--- src/rtl/generic_2clk_fifo_pkg.sv ---
// -----------------------------------------------------------------------------
// generic_2clk_fifo_pkg
// Shared definitions for the dual-clock RAM FIFO envelope:
//   - rd_state_e      : read-side sequencer state encoding
//   - RD_LATENCY_MIN/MAX : supported RAM read latency range
//   - clamp_rd_latency : folds an out-of-range latency into the supported range
// -----------------------------------------------------------------------------
package generic_2clk_fifo_pkg;

    typedef enum logic [1:0] {
        ST_IDLE  = 2'd0,
        ST_RUN   = 2'd1,
        ST_FLUSH = 2'd2
    } rd_state_e;

    localparam int RD_LATENCY_MIN = 1;
    localparam int RD_LATENCY_MAX = 2;

    function automatic int clamp_rd_latency(input int lat);
        if (lat < RD_LATENCY_MIN) return RD_LATENCY_MIN;
        if (lat > RD_LATENCY_MAX) return RD_LATENCY_MAX;
        return lat;
    endfunction

endpackage

--- src/rtl/generic_fifo_rd_obuf.sv ---
// -----------------------------------------------------------------------------
// generic_fifo_rd_obuf
// Small synchronous output buffer (circular, FIFO order) for the read sequencer.
// Head data comes straight from a storage register, so there is no
// combinational path from push_data_i to head_data_o.
// Ports:
//   clk, reset   : clock, asynchronous active-high reset (clears storage too)
//   clear_i      : synchronous clear of all entries (has priority over push/pop)
//   push_i       : write push_data_i; ignored when full unless popping same cycle
//   push_data_i  : word to store
//   pop_i        : drop head entry; ignored when empty
//   head_data_o  : oldest stored word
//   level_o      : number of occupied entries
// -----------------------------------------------------------------------------
module generic_fifo_rd_obuf #(
    parameter int DAT_WIDTH = 32,
    parameter int BUF_DEPTH = 2,
    parameter int LVL_WIDTH = $clog2(BUF_DEPTH + 1)
) (
    input  logic                 clk,
    input  logic                 reset,
    input  logic                 clear_i,
    input  logic                 push_i,
    input  logic [DAT_WIDTH-1:0] push_data_i,
    input  logic                 pop_i,
    output logic [DAT_WIDTH-1:0] head_data_o,
    output logic [LVL_WIDTH-1:0] level_o
);

    localparam int AW = (BUF_DEPTH > 1) ? $clog2(BUF_DEPTH) : 1;
    localparam logic [AW-1:0] LAST_PTR = AW'(BUF_DEPTH - 1);

    logic [DAT_WIDTH-1:0] mem_q [BUF_DEPTH];
    logic [AW-1:0]        wr_ptr_q;
    logic [AW-1:0]        rd_ptr_q;
    logic [LVL_WIDTH-1:0] level_q;
    logic [LVL_WIDTH-1:0] level_d;
    logic                 do_push;
    logic                 do_pop;

    function automatic logic [AW-1:0] ptr_inc(input logic [AW-1:0] p);
        return (p == LAST_PTR) ? '0 : p + 1'b1;
    endfunction

    assign do_pop  = pop_i && (level_q != '0);
    // A push into a full buffer is allowed when the head leaves in the same cycle.
    assign do_push = push_i && ((level_q != LVL_WIDTH'(BUF_DEPTH)) || do_pop);

    always_comb begin
        level_d = level_q;
        case ({do_push, do_pop})
            2'b10:   level_d = level_q + 1'b1;
            2'b01:   level_d = level_q - 1'b1;
            default: level_d = level_q;
        endcase
    end

    always_ff @(posedge clk or posedge reset) begin
        if (reset) begin
            wr_ptr_q <= '0;
            rd_ptr_q <= '0;
            level_q  <= '0;
            for (int i = 0; i < BUF_DEPTH; i++) mem_q[i] <= '0;
        end else if (clear_i) begin
            wr_ptr_q <= '0;
            rd_ptr_q <= '0;
            level_q  <= '0;
        end else begin
            if (do_push) begin
                mem_q[wr_ptr_q] <= push_data_i;
                wr_ptr_q        <= ptr_inc(wr_ptr_q);
            end
            if (do_pop) rd_ptr_q <= ptr_inc(rd_ptr_q);
            level_q <= level_d;
        end
    end

    assign head_data_o = mem_q[rd_ptr_q];
    assign level_o     = level_q;

endmodule

--- src/rtl/generic_2clk_fifo_rd_ctrl.sv ---
// -----------------------------------------------------------------------------
// generic_2clk_fifo_rd_ctrl
// Read-side sequencer (rd_clk domain) of the dual-clock RAM FIFO. Pops the FIFO,
// tracks RAM reads in flight, captures returning data into a small output
// buffer and presents it as a valid/ready stream. Also provides enable/idle
// control and a flush sequence that empties the FIFO and discards its data.
//
// Handshake: a word transfers on every cycle with out_valid & out_ready high;
// out_data is stable while out_valid is high and out_ready is low.
//
// Ports:
//   clk, reset          : rd clock, asynchronous active-high reset
//   enable              : 1 = fetch from FIFO, 0 = stop issuing pops
//   flush               : one-cycle pulse, start the drain sequence
//   fifo_rd_op          : pop strobe to FIFO rd_op / RAM read enable
//   fifo_rd_empty       : FIFO empty flag
//   fifo_rd_entry_used  : FIFO occupancy (lags fifo_rd_op by one cycle)
//   fifo_rd_data        : RAM read data, valid RD_LATENCY cycles after a pop
//   out_valid/out_ready/out_data : output stream
//   buf_level           : occupied output buffer entries
//   idle                : IDLE, nothing in flight, buffer empty
//   flush_done          : one-cycle pulse at the end of a drain
//   err_overrun         : sticky, read data returned while the buffer was full
//   dbg_state           : current sequencer state (rd_state_e encoding)
// -----------------------------------------------------------------------------
module generic_2clk_fifo_rd_ctrl
    import generic_2clk_fifo_pkg::*;
#(
    parameter int DAT_WIDTH  = 32,
    parameter int PTR_WIDTH  = 9,
    parameter int RD_LATENCY = 1,
    parameter int BUF_DEPTH  = 2
) (
    input  logic                           clk,
    input  logic                           reset,
    input  logic                           enable,
    input  logic                           flush,
    output logic                           fifo_rd_op,
    input  logic                           fifo_rd_empty,
    input  logic [PTR_WIDTH:0]             fifo_rd_entry_used,
    input  logic [DAT_WIDTH-1:0]           fifo_rd_data,
    output logic                           out_valid,
    input  logic                           out_ready,
    output logic [DAT_WIDTH-1:0]           out_data,
    output logic [$clog2(BUF_DEPTH+1)-1:0] buf_level,
    output logic                           idle,
    output logic                           flush_done,
    output logic                           err_overrun,
    output logic [1:0]                     dbg_state
);

    localparam int LAT = clamp_rd_latency(RD_LATENCY);
    localparam int LW  = $clog2(BUF_DEPTH + 1);
    localparam int IW  = $clog2(LAT + 1);
    localparam int CW  = LW + 2;

    rd_state_e     state_q, state_d;
    logic          rd_op_q;
    logic [LAT-1:0] pipe_q, pipe_d;
    logic          err_q;
    logic          rst_done_q;
    logic [LW-1:0] level;
    logic [IW-1:0] inflight;
    logic          avail_nz;
    logic          can_pop;
    logic          credit_ok;
    logic          tail;
    logic          pop;
    logic          full;
    logic          push;
    logic          overrun;
    logic          clear;
    logic [CW-1:0] occ;
    logic [CW-1:0] limit;

    // entry_used has not yet seen last cycle's pop, so subtract it; a plain
    // compare avoids a wrap when entry_used is already 0.
    assign avail_nz  = fifo_rd_entry_used > {{PTR_WIDTH{1'b0}}, rd_op_q};
    assign can_pop   = !fifo_rd_empty && avail_nz;

    always_comb begin
        inflight = '0;
        for (int i = 0; i < LAT; i++) inflight = inflight + IW'(pipe_q[i]);
    end

    assign tail      = pipe_q[LAT-1];
    assign out_valid = (state_q != ST_FLUSH) && (level != '0);
    assign pop       = out_valid && out_ready;
    assign full      = (level == LW'(BUF_DEPTH));
    assign push      = tail && (state_q != ST_FLUSH) && (!full || pop);
    assign overrun   = tail && (state_q != ST_FLUSH) && full && !pop;

    // Credit check: every buffered or in-flight word needs a slot; a word
    // leaving this cycle frees its slot immediately.
    assign occ       = CW'(level) + CW'(inflight);
    assign limit     = CW'(BUF_DEPTH) + CW'(pop);
    assign credit_ok = occ < limit;

    always_comb begin
        state_d    = state_q;
        fifo_rd_op = 1'b0;
        flush_done = 1'b0;
        case (state_q)
            ST_IDLE: begin
                if (flush)       state_d = ST_FLUSH;
                else if (enable) state_d = ST_RUN;
            end
            ST_RUN: begin
                fifo_rd_op = can_pop && enable && credit_ok;
                if (flush)                           state_d = ST_FLUSH;
                else if (!enable && inflight == '0) state_d = ST_IDLE;
            end
            ST_FLUSH: begin
                fifo_rd_op = can_pop;
                if (fifo_rd_entry_used == '0 && inflight == '0 && level == '0) begin
                    state_d    = ST_IDLE;
                    flush_done = 1'b1;
                end
            end
            default: state_d = ST_IDLE;
        endcase
    end

    // Buffered words are thrown away on the way into FLUSH.
    assign clear = (state_q != ST_FLUSH) && (state_d == ST_FLUSH);

    always_comb begin
        pipe_d    = '0;
        pipe_d[0] = fifo_rd_op;
        for (int i = 1; i < LAT; i++) pipe_d[i] = pipe_q[i-1];
    end

    always_ff @(posedge clk or posedge reset) begin
        if (reset) begin
            state_q    <= ST_IDLE;
            rd_op_q    <= 1'b0;
            pipe_q     <= '0;
            err_q      <= 1'b0;
            rst_done_q <= 1'b0;
        end else begin
            state_q    <= state_d;
            rd_op_q    <= fifo_rd_op;
            pipe_q     <= pipe_d;
            rst_done_q <= 1'b1;
            if (overrun) err_q <= 1'b1;
        end
    end

    generic_fifo_rd_obuf #(
        .DAT_WIDTH (DAT_WIDTH),
        .BUF_DEPTH (BUF_DEPTH),
        .LVL_WIDTH (LW)
    ) u_obuf (
        .clk         (clk),
        .reset       (reset),
        .clear_i     (clear),
        .push_i      (push),
        .push_data_i (fifo_rd_data),
        .pop_i       (pop),
        .head_data_o (out_data),
        .level_o     (level)
    );

    // rst_done_q keeps idle low while reset is held, so every output reads 0.
    assign idle        = rst_done_q && (state_q == ST_IDLE) && (inflight == '0) && (level == '0);
    assign buf_level   = level;
    assign err_overrun = err_q;
    assign dbg_state   = state_q;

endmodule
--- config.mk ---
export PLATFORM = sky130hd
export DESIGN_NAME = generic_2clk_fifo_rd_ctrl
export DESIGN_NICKNAME = d
export VERILOG_FILES = /design/src/rtl/generic_2clk_fifo_pkg.sv /design/src/rtl/generic_fifo_rd_obuf.sv /design/src/rtl/generic_2clk_fifo_rd_ctrl.sv
export SDC_FILE = /design/constraint.sdc
export NUM_CORES = 1
export LEC_CHECK = 0
export CAP_MARGIN = 15
export CORE_MARGIN = 3
export CORE_UTILIZATION = 51
export CTS_BUF_LIST = sky130_fd_sc_hd__clkbuf_4 sky130_fd_sc_hd__clkbuf_8
export DETAILED_ROUTE_END_ITERATION = 12
export PLACE_DENSITY_LB_ADDON = 0.1
export SLEW_MARGIN = 20
export SYNTH_ARGS = -nofsm -noshare
export SYNTH_HDL_FRONTEND = slang
export SYNTH_HIERARCHICAL = 1
export SYNTH_SLANG_ARGS = --single-unit
--- constraint.sdc ---
create_clock -name clk -period 3.5 [get_ports clk]
set_input_delay 0.35 -clock clk [delete_from_list [all_inputs] [get_ports clk]]
set_output_delay 0.35 -clock clk [all_outputs]
set_load 0.01 [all_outputs]
==> results.txt <==
----------------------------------------------------
[Setup path]
  Ordered cell list for the critical path ... inv_1 -> ha_1 -> or3_1 -> a21oi_1 -> nor3_1 -> o311a_1 -> or4b_2 -> buf_4 -> mux2_4
  Highest fanout seen on the critical path ... 33
  Crit path capture ... u_obuf/mem_q[41]
  Startpoint of the worst setup timing path ... dbg_state[0]
  Class of the most critical setup path ... reg2reg
  Worst-case reg-to-reg path depth ... 9
  Delay of the slowest critical-path stage ... 0.68 ns
  Required time at the worst-slack endpoint ... 3.73 ns
  Setup slack on the worst flop-to-flop path ... 0.46 ns
  Capture instance of the worst register-to-register path ... u_obuf/mem_q[41]
  Slowest CP cell ... or4b_2
  Startpoint of the worst-slack reg-to-reg timing path ... dbg_state[0]
  Largest delay contributor family on the critical path ... simple AND/OR/NAND/NOR gates
  Data arrival at the endpoint of the critical path ... 3.27 ns
  Kind of end point of the critical path ... flop
  Number of cells on the critical path ... 9
  Bufs and invs on worst path ... 2
  Kind of start point of the critical path ... flop

[Floorplanning]
  Die width ... 89.9 microns
  Die boundary height ... 89.9 microns
  CORE AREA ... 0.00657 sq mm
  Row count ... 29
  Die Area ... 0.00808 sq mm
  Ports ... 89
  Effective utilization at floorplan ... 54.6%

[Synth]
  Syn Inst Count ... 249
  Dominant combinational cell family by area after synthesis ... multiplexers
  Sequential cell area fraction in the yosys report ... 50.9%
  Cell taking the most area after synthesis ... dfrtp_1
  Number of synthesized register bits ... 73
  Adder and majority cell fraction of the synthesized area ... 2.44%
  Total number of yosys warnings ... 6
  Top cells by area, synth ... dfrtp_1, mux2_2, mux2_4
  Netlist area before placement ... 0.00359 sq mm
  Xor/xnor cell area share of the yosys netlist ... 0.488%
  Total nets after synthesis ... 304
  Simple logic cell fraction of the synthesized area ... 5.40%
  Per-instance average area after synthesis ... 14.4 sq um
  Share of the synthesized area in compound gates (AO/OA/AOI/OAI) ... 3.49%
  Synth top area share ... 50.9%
  Share of synthesized area spent on multiplexers ... 33.2%
  Library cells used by synthesis ... 38

[Power]
  Net Sw Frac ... 31.0%
  Power share of the combinational group ... 48.2%
  Share of total power in the clock network ... 15.1%
  Total power ... 3940 uW
  Internal power consumption ... 2720 uW
  Sequential group share of total power ... 36.7%
  Largest vdd supply drop ... 0.456 mV
  Power per Cell Area ... 836 mW/mm^2
  LEAKAGE ... 0.00220 uW
  Net switching component of the power ... 1220 uW

[Final layout]
  Area occupied by multi-input gates ... 0.00162 sq mm
  FILL cells ... 492
  Final core utilization ... 71.8%
  Area taken by flip-flops and latches ... 0.00183 sq mm
  Final antenna diode count ... 0
  Final #Nets ... 398
  P&R area growth vs syn ... 31.5%
  Most common cell after layout, fill and taps aside ... clkdlybuf4s50_1
  Final Instance Area ... 0.00472 sq mm
  Share of post-route cells with drive strength above 1 ... 36.2%
  Final cell count without fillers ... 441
  Most used cells in the layout excluding fill and tap cells ... clkdlybuf4s50_1, dfrtp_1, mux2_2

[Place]
  Post-place instance area ... 0.00454 sq mm
  Gpl congestion ... 0.782
  Number of buffers inserted by port buffering ... 88
  Final HPWL from detailed placement ... 4.99 mm
  Number of instances in the placed design ... 425

[Global route]
  GRT Residual Overflow ... 0
  Total Routing Usage GR ... 18.7%
  Largest net degree at the start of global routing ... 57
  Global-route wire length before repair ... 12.2 mm
  Vias in the first global route ... 2486
  Number of antenna violations at the first check in global routing ... 0

[Worst hold path]
  Worst min path class ... in2async

[Clocking]
  CTS Root Buffer Type ... clkbuf_8
  Number of buffers between clock root and the deepest sink ... 2
  Total clock sinks ... 73
  Clock insertion delay at the later pin of the skew report ... 0.34 ns
  Number of buffers inserted during clock tree synthesis ... 9
  CTS Hold Bufs ... 0
  CTS clk-pin slew, worst paths ... 0.08 ns
  Number of setup buffers added after CTS ... 0
  Clock tree from TritonCTS ... yes
  Quantity of gates resized following cts ... 0
  Htree depth ... 3

[STA]
  Final Skew ... 0.00575 ns
  Remaining max-slew budget at the tightest pin ... 54.4%
  Final sum of negative setup slack ... 0 ns
  Highest achievable clock rate ... 329 MHz
  Fin. Hold Viols ... 0
  Final clock period utilization by the worst path ... 86.9%
  Setup Viol. Count Final ... 0
  Max-slew violations ... 0
  Setup repair after global routing missed its margin ... no
  Shortest period the worst path allows ... 3.04 ns
  Transition time at the pin with the least slew margin ... 0.685 ns

[Detailed routing]
  1st-iter DRT viols ... 61
  DRC Markers ... 0
  Routed WL per cell ... 16.2 microns
  Avg Vias per Cell ... 5.22
  DRT Pass-1 Iters ... 4
  Post-detailed-routing wire length ... 7.16 mm
  Via total after detailed routing ... 2303
  DRT antenna net count ... 0

[Flow run]
  Number of max-cap violations ... 0

[Run status]
  Result of the run ... completed

----------------------------------------------------
## final cells by class
class,instances,area share (%)
Inverter,10,0.796
Sequential cell,73,38.7
Timing Repair Buffer,95,19.8
Clock inverter,6,0.902
Clock buffer,10,2.92
Multi-Input combinational cell,154,34.4
Tap cell,93,2.47
## metal layers
layer | GRT usage (%) | wire [microns] | up-vias
li1 | - | - | 1078
met1 | 24.0 | 3130 | 1148
met2 | 30.6 | 3510 | 71
met3 | 6.34 | 451 | 6
met4 | 4.59 | 70 | 0
met5 | 0 | 0 | -
## cells by family (layout without fill, tap and decap cells)
group	Yosys count	after routing
flip-flops	73	73
XOR/XNOR	2	2
multiplexers	96	96
buffers and inverters	22	121
AND/OR/NAND/NOR	30	30
AO/OA/AOI/OAI	18	18
adder cells (fa/ha/maj)	7	7
other	1	1
## how the worst min path moves through the flow
stage / start / end / cells after the start
2_1_floorplan: reset / dbg_state[0] / 1
3_3_place_gp: err_overrun / err_overrun / 1
3_5_place_dp: err_overrun / err_overrun / 1
4_1_cts: reset / rst_done_q / 2
5_1_grt: reset / rst_done_q / 2
6_report: reset / dbg_state[1] / 2
## power by group through the flow
stage	Clock [uW]	Sequential, uW	Combinational [uW]
2_1_floorplan	0	1380	1190
3_3_place_gp	0	1440	1870
3_5_place_dp	0	1450	1920
4_1_cts	623	1450	1930
5_1_grt	662	1500	2040
6_report	597	1450	1900
## registers in the layout, indices dropped and copies added (netlist names)
signal           count
dbg_state            2
err_overrun          1
pipe_q               1
u_obuf/rd_ptr_q      1
rst_done_q           1
u_obuf/wr_ptr_q      1
u_obuf/mem_q        64
u_obuf/level_o       2
## through the flow
stage          worst slack, ns  hold WS (ns)
2_1_floorplan            0.841         0.129
3_3_place_gp             0.401         0.474
3_5_place_dp             0.351         0.455
4_1_cts                  0.458         0.273
5_1_grt                  0.332         0.295
6_report                 0.458         0.287
## synthesized netlist by cell type
library cell  number
xor2_1             2
or4b_1             1
inv_1             10
nor3_1             5
buf_12             3
mux2_4            29
and4_1             1
nand2_1            1
a31o_2             1
o21bai_1           1
a41o_2             1
buf_2              4
a221oi_1           1
and3_1             1
a31oi_1            1
o21a_1             1
nand2b_1           3
o41ai_1            1
o311ai_0           1
mux2_2            67
nor3_2             1
buf_6              1
conb_1             1
nor2_1             5
or4_1              2
and2_1             1
a21oi_1            6
or3_1              3
and2b_1            1
o211ai_1           1
clkbuf_1           4
ha_1               7
and4b_1            1
o21ai_0            2
nor3b_1            3
o311a_1            1
dfrtp_1           73
nor3b_2            1
## worst register-to-register path, stage by stage (launching register included)
cell	delay (ns)
dfrtp_1	0.42
inv_1	0.10
ha_1	0.27
or3_1	0.32
a21oi_1	0.15
nor3_1	0.07
o311a_1	0.19
or4b_2	0.68
buf_4	0.33
mux2_4	0.39
Note: power is estimated with default switching activity, not from simulation.
